--- src/rtl/s27_bist_ctrl.sv ---
// -----------------------------------------------------------------------------
// s27_bist_ctrl
//
// Built-in self-test sequencer for the s27 sequential benchmark core.
// A test is requested with START while idle. The block then:
//   1. FLUSH: drives the core inputs to 4'b0000 for FLUSH cycles so the core's
//      state elements settle to a known value.
//   2. RUN:   drives the core inputs from a 4-bit LFSR for NPAT cycles and
//      compacts the core output PO into a 16-bit serial signature register.
//   3. DONE:  pulses DONE for one cycle with PASS = (SIG == GOLDEN).
//
// Parameters
//   NPAT    RUN-phase pattern count, 1..65535
//   FLUSH   FLUSH-phase cycle count, 1..255
//   SEED    initial LFSR value (4'b0000 is replaced by 4'b0001)
//   GOLDEN  expected final signature
//
// Ports
//   CK      in   clock, rising edge
//   RN      in   asynchronous active-low reset
//   START   in   test request, sampled in IDLE only
//   ABORT   in   cancel a running test (only with S27_BIST_ABORT_EN)
//   PO      in   core output G17, sampled at each RUN-cycle edge
//   PI      out  core inputs {G3,G2,G1,G0}, registered
//   BUSY    out  high in FLUSH and RUN
//   DONE    out  one-cycle pulse at test completion
//   PASS    out  result of the last completed test
//   SIG     out  signature register
//
// Build option
//   S27_BIST_ABORT_EN  when defined, ABORT in FLUSH or RUN returns the block
//                      to IDLE at the next edge with no DONE pulse and
//                      PASS=0. When undefined, ABORT is ignored.
// -----------------------------------------------------------------------------
module s27_bist_ctrl #(
  parameter int unsigned  NPAT   = 64,
  parameter int unsigned  FLUSH  = 4,
  parameter logic [3:0]   SEED   = 4'b1001,
  parameter logic [15:0]  GOLDEN = 16'h0000
) (
  input  logic        CK,
  input  logic        RN,
  input  logic        START,
  input  logic        ABORT,
  input  logic        PO,
  output logic [3:0]  PI,
  output logic        BUSY,
  output logic        DONE,
  output logic        PASS,
  output logic [15:0] SIG
);

  // An all-zero LFSR would lock up, so a zero seed is promoted to 4'b0001.
  localparam logic [3:0]  SEED_EFF   = (SEED == 4'b0000) ? 4'b0001 : SEED;
  localparam logic [15:0] FLUSH_LOAD = 16'(FLUSH - 1);
  localparam logic [15:0] NPAT_LOAD  = 16'(NPAT - 1);

  typedef enum logic [1:0] {
    ST_IDLE  = 2'd0,
    ST_FLUSH = 2'd1,
    ST_RUN   = 2'd2,
    ST_DONE  = 2'd3
  } state_e;

  state_e      state_q, state_d;
  logic [15:0] cnt_q,   cnt_d;
  logic [3:0]  lfsr_q,  lfsr_d;
  logic [15:0] sig_q,   sig_d;
  logic        pass_q,  pass_d;
  logic [3:0]  pi_q,    pi_d;

  // ---------------------------------------------------------------------------
  // Abort request, qualified by the build option.
  // ---------------------------------------------------------------------------
  logic abort_req;

`ifdef S27_BIST_ABORT_EN
  assign abort_req = ABORT;
`else
  logic unused_abort;
  assign unused_abort = ABORT;
  assign abort_req    = 1'b0;
`endif

  // ---------------------------------------------------------------------------
  // Next values of the LFSR and of the signature register for one RUN edge.
  // ---------------------------------------------------------------------------
  logic [3:0]  lfsr_step;
  logic [15:0] sig_step;

  assign lfsr_step = {lfsr_q[2:0], lfsr_q[3] ^ lfsr_q[2]};
  assign sig_step  = {sig_q[14:0],
                      sig_q[15] ^ sig_q[13] ^ sig_q[12] ^ sig_q[10] ^ PO};

  // ---------------------------------------------------------------------------
  // Next-state and datapath logic.
  // ---------------------------------------------------------------------------
  always_comb begin
    // NOTE: every variable gets a default before the case so no path leaves
    // one unassigned, which would otherwise infer a latch.
    state_d = state_q;
    cnt_d   = cnt_q;
    lfsr_d  = lfsr_q;
    sig_d   = sig_q;
    pass_d  = pass_q;
    pi_d    = 4'b0000;

    unique case (state_q)
      ST_IDLE: begin
        if (START) begin
          sig_d   = 16'h0000;
          pass_d  = 1'b0;
          lfsr_d  = SEED_EFF;
          cnt_d   = FLUSH_LOAD;
          state_d = ST_FLUSH;
        end
      end

      ST_FLUSH: begin
        if (abort_req) begin
          pass_d  = 1'b0;
          state_d = ST_IDLE;
        end else if (cnt_q == 16'd0) begin
          // Present the first pattern together with the move into RUN so the
          // core sees it during the first RUN cycle.
          cnt_d   = NPAT_LOAD;
          pi_d    = lfsr_q;
          state_d = ST_RUN;
        end else begin
          cnt_d = cnt_q - 16'd1;
        end
      end

      ST_RUN: begin
        if (abort_req) begin
          // The partial signature is kept for inspection.
          pass_d  = 1'b0;
          state_d = ST_IDLE;
        end else begin
          sig_d  = sig_step;
          lfsr_d = lfsr_step;
          if (cnt_q == 16'd0) begin
            // PASS is resolved on the last RUN edge so it is already valid
            // during the DONE cycle.
            pass_d  = (sig_step == GOLDEN);
            state_d = ST_DONE;
          end else begin
            cnt_d = cnt_q - 16'd1;
            pi_d  = lfsr_step;
          end
        end
      end

      ST_DONE: begin
        state_d = ST_IDLE;
      end

      default: begin
        state_d = ST_IDLE;
      end
    endcase
  end

  // ---------------------------------------------------------------------------
  // State registers.
  // ---------------------------------------------------------------------------
  always_ff @(posedge CK or negedge RN) begin
    // NOTE: sequential state uses non-blocking assignments so every flop
    // samples the pre-edge values, independent of statement order.
    if (!RN) begin
      state_q <= ST_IDLE;
      cnt_q   <= 16'd0;
      lfsr_q  <= SEED_EFF;
      sig_q   <= 16'h0000;
      pass_q  <= 1'b0;
      pi_q    <= 4'b0000;
    end else begin
      state_q <= state_d;
      cnt_q   <= cnt_d;
      lfsr_q  <= lfsr_d;
      sig_q   <= sig_d;
      pass_q  <= pass_d;
      pi_q    <= pi_d;
    end
  end

  // ---------------------------------------------------------------------------
  // Outputs. BUSY and DONE decode disjoint states, so they are never high
  // together.
  // ---------------------------------------------------------------------------
  assign PI   = pi_q;
  assign SIG  = sig_q;
  assign PASS = pass_q;
  assign BUSY = (state_q == ST_FLUSH) || (state_q == ST_RUN);
  assign DONE = (state_q == ST_DONE);

endmodule

--- config.mk ---
export PLATFORM = sky130hd
export DESIGN_NAME = s27_bist_ctrl
export DESIGN_NICKNAME = d
export VERILOG_FILES = /design/src/rtl/s27_bist_ctrl.sv
export SDC_FILE = /design/constraint.sdc
export NUM_CORES = 1
export LEC_CHECK = 0
export BUFFER_PORTS_ARGS = -buffer_cell sky130_fd_sc_hd__buf_2
export CORE_MARGIN = 4
export CORE_UTILIZATION = 30
export DETAILED_ROUTE_END_ITERATION = 8
export GPL_ROUTABILITY_DRIVEN = 0
export SLEW_MARGIN = 20
export SYNTH_ARGS = -nofsm -noshare
export SYNTH_HDL_FRONTEND = slang
export SYNTH_SLANG_ARGS = --single-unit
export TNS_END_PERCENT = 5
--- constraint.sdc ---
create_clock -name CK -period 3.8 [get_ports CK]
set_input_delay 0.19 -clock CK [delete_from_list [all_inputs] [get_ports CK]]
set_output_delay 0.19 -clock CK [all_outputs]
set_load 0.02 [all_outputs]
==> metrics.md <==
| Metric | Value |
|---|---|
| First-pass GRT wire length | ~7900 um |
| Sequential share of the synthesized area | roughly half |
| Later-pin clock latency in the skew report | between 0.2 and 0.3 ns |
| Slew Viols, Final | 0 |
| CP top delay family | simple AND/OR/NAND/NOR gates |
| Hold_buf cts | 0 |
| GR Util met3 | roughly 2.4% |
| Post-CTS sizing | 0 |
| Num rows | 30 |
| Final min period | around 2.4 ns |
| IO Port Bufs | 26 |
| Hold Crit Class | primary input to async pin |
| Cell taking the most area after synthesis | dfrtp_1 |
| Slew @ Worst Pin | 0.9204 ns |
| Top-area cell type share of the netlist area | between 40 and 50% |
| Max-cap viol count | 0 |
| Vias in the first global route | between 1.5k and 2k |
| Post-CTS Setup Inserts | 0 |
| Met2 Usage GRT | ~17% |
| Grt total ovfl | 0 |
| CP Capture Type | register |
| Clock Path Buffers | 2 |
| RR Startpoint | state_q[0] |
| CP arrival | about 2.7 ns |
| Leakage | around 1.1 nW |
| Hpwl dp | roughly 3300 um |
| Buf+Inv Stages, Crit Path | 1 |
| Most Used Layer, Global Route | met2 |
| WS Path Type | register to register |
| Max Fclk | around 410 MHz |
| Largest net degree at the start of global routing | 44 |
| Slowest-stage cell, CP | ha_1 |
| #FFs+latches synth | 43 |
| Post-synth top flop | dfrtp_1 |
| Flop2flop setup slack | between 1 and 1.5 ns |
| Fin crit share | 64.28% |
| Synthesis-to-finish area growth | 13.31% |
| Core area | around 7000 um2 |
| DR iter-0 viols | 99 |
| Total GRT Usage | between 10% and 20% |
| Distinct cells, synth | 53 |
| CTS Root Cell | clkbuf_8 |
| Via/cell ratio | slightly above 5 |
| Crit Path Max Fanout | 15 |
| Reg clk slew, reported paths | 0.08 ns |
| Clock skew | 0.007364 ns |
| Outcome | complete, no violations |
| CTS tree | yes |
| CP Cell Sequence | inv_1, ha_1, nor2_1, nor2b_1, nand3_2, or4_1, nand3_1 |
| Worst reg2reg path depth | 7 |
| Area contributors post-synth | dfrtp_1, a22o_1, nand3_1 |
| Diodes inserted | 0 |
| Yosys warning total | 0 |
| Net count after synthesis | about 220 |
| DRT Pass-1 Iters | 4 |
| Design Power | around 0.76 mW |
| Fraction of registers with async set or reset after synthesis | between 90% and 100% |
| Final setup viols | 0 |
| Critical Path Source Type | register |
| Synth Cell Area | between 2000 and 2500 um2 |
| Die area | ~8700 um2 |
| Most frequent cells in the layout | dfrtp_1, buf_2, a22o_1 |
| Peak VDD IR | ~0.00016 V |
| CTS sink cnt | 43 |
| Final wirelength | about 4700 um |
| Commonest non-fill, non-tap cell in the layout | dfrtp_1 |
| Unrepaired setup endpoints after global routing | no |
| Worst setup path start | state_q[0] |
| Initial core utilization | 31.53% |
| Drc violations | 0 |
| Setup slack after layout | 1.357 ns |
| DR vias | approximately 1.7k |
| Setup_tns | 0 ns |
| Slew headroom | 38.64% |
| R2R Path End | cnt_q[6] |
| Fillers | ~700 |
| Critical Path Max Stage Delay | 0.49 ns |
| Routed len/inst | around 14 um |
| Die Ht | 93.43 um |
| Share of cells above drive strength 1 | 21.79% |
| H-tree levels | 2 |
| Hold Vio Cnt, Final | 0 |
| Chip Width | ~93 um |
| I/O pins | 28 |
| EDFF count, synth | 0 |
| Cell Pwr Density | 305.1 nW/um2 |
| Initial antenna violation count | 0 |
| CP Data Required Time | around 4.0 ns |
| Post-route ant nets | 0 |
| Syn avg cell area | approximately 11 um2 |
| Nets | roughly 240 |
| Pre-CTS setup slack | 1.414 ns |
| TritonCTS buffer count | 5 |
| Met1 usage | between 10% and 20% |
| Post-Synthesis Cells | between 200 and 250 |
## state kept, by name (all words and copies together), names as in the netlist
register,count
SIG,16
cnt_q,16
PI,4
lfsr_q,4
state_q,2
PASS,1
## layer usage
layer  part of all wire (%)  routed length, um
met3                    4.1                194
met2                     46               2147
met1                     48               2255
met5                      0                  0
met4                    2.5                116
## power breakdown
group	switching, mW	total (mW)	internal [mW]
Clock	0.160	0.288	0.128
Combinational	0.00952	0.0118	0.00229
Sequential	0	0.457	0.457
## cells in the mapped netlist (all sizes together) (2+ instances only)
cell,count
dfrtp,41
a22o,18
nand3,16
nand2,15
nor2,13
o21ai,13
a21oi,8
nor4,8
inv,7
o211ai,6
a21boi,5
buf,5
ha,5
a21o,4
clkbuf,4
nor3,4
xnor2,4
nand2b,3
nand4,3
o31ai,3
dfstp,2
## stage by stage
step	hold slack (ns)	area [um2]	instances	util [%]
after floorplan	-0.1056	2190	208	-
after global placement	0.3925	2392	322	34.45
after detailed placement	0.3870	2392	322	34.45
after CTS	0.05335	2481	330	35.73
after global routing	0.1011	2481	330	35.73
final	0.02284	2481	330	35.73
## kinds of logic after synthesis
logic type      after synthesis  share of synthesized area, %
buf+inv                      16                         3.714
mux                           2                        0.9714
flops                        43                         49.26
xor+xnor                      5                         2.000
compound gates               66                         22.34
simple gates                 71                         18.86
fa+ha+maj                     5                         2.857
## final cells by class
class	instances	area (um2)	area share [%]
clock buffer	5	68.82	2.774
clock inverter	3	20.02	0.8069
inverter	7	26.28	1.059
multi-input combinational	149	1030	41.50
sequential	43	1079	43.47
tap	96	120.1	4.841
timing repair buffer	27	137.6	5.547
## worst max path at each step
| stage | to | slack [ns] | cells after the start |
|---|---|---|---|
| 2_1_floorplan | cnt_q[6] | 1.79 | 7 |
| 3_3_place_gp | cnt_q[6] | 1.41 | 7 |
| 3_5_place_dp | cnt_q[5] | 1.41 | 7 |
| 4_1_cts | cnt_q[5] | 1.34 | 7 |
| 5_1_grt | cnt_q[5] | 1.15 | 7 |
| 6_report | cnt_q[6] | 1.36 | 7 |
Power figures use the tool's default switching activity.
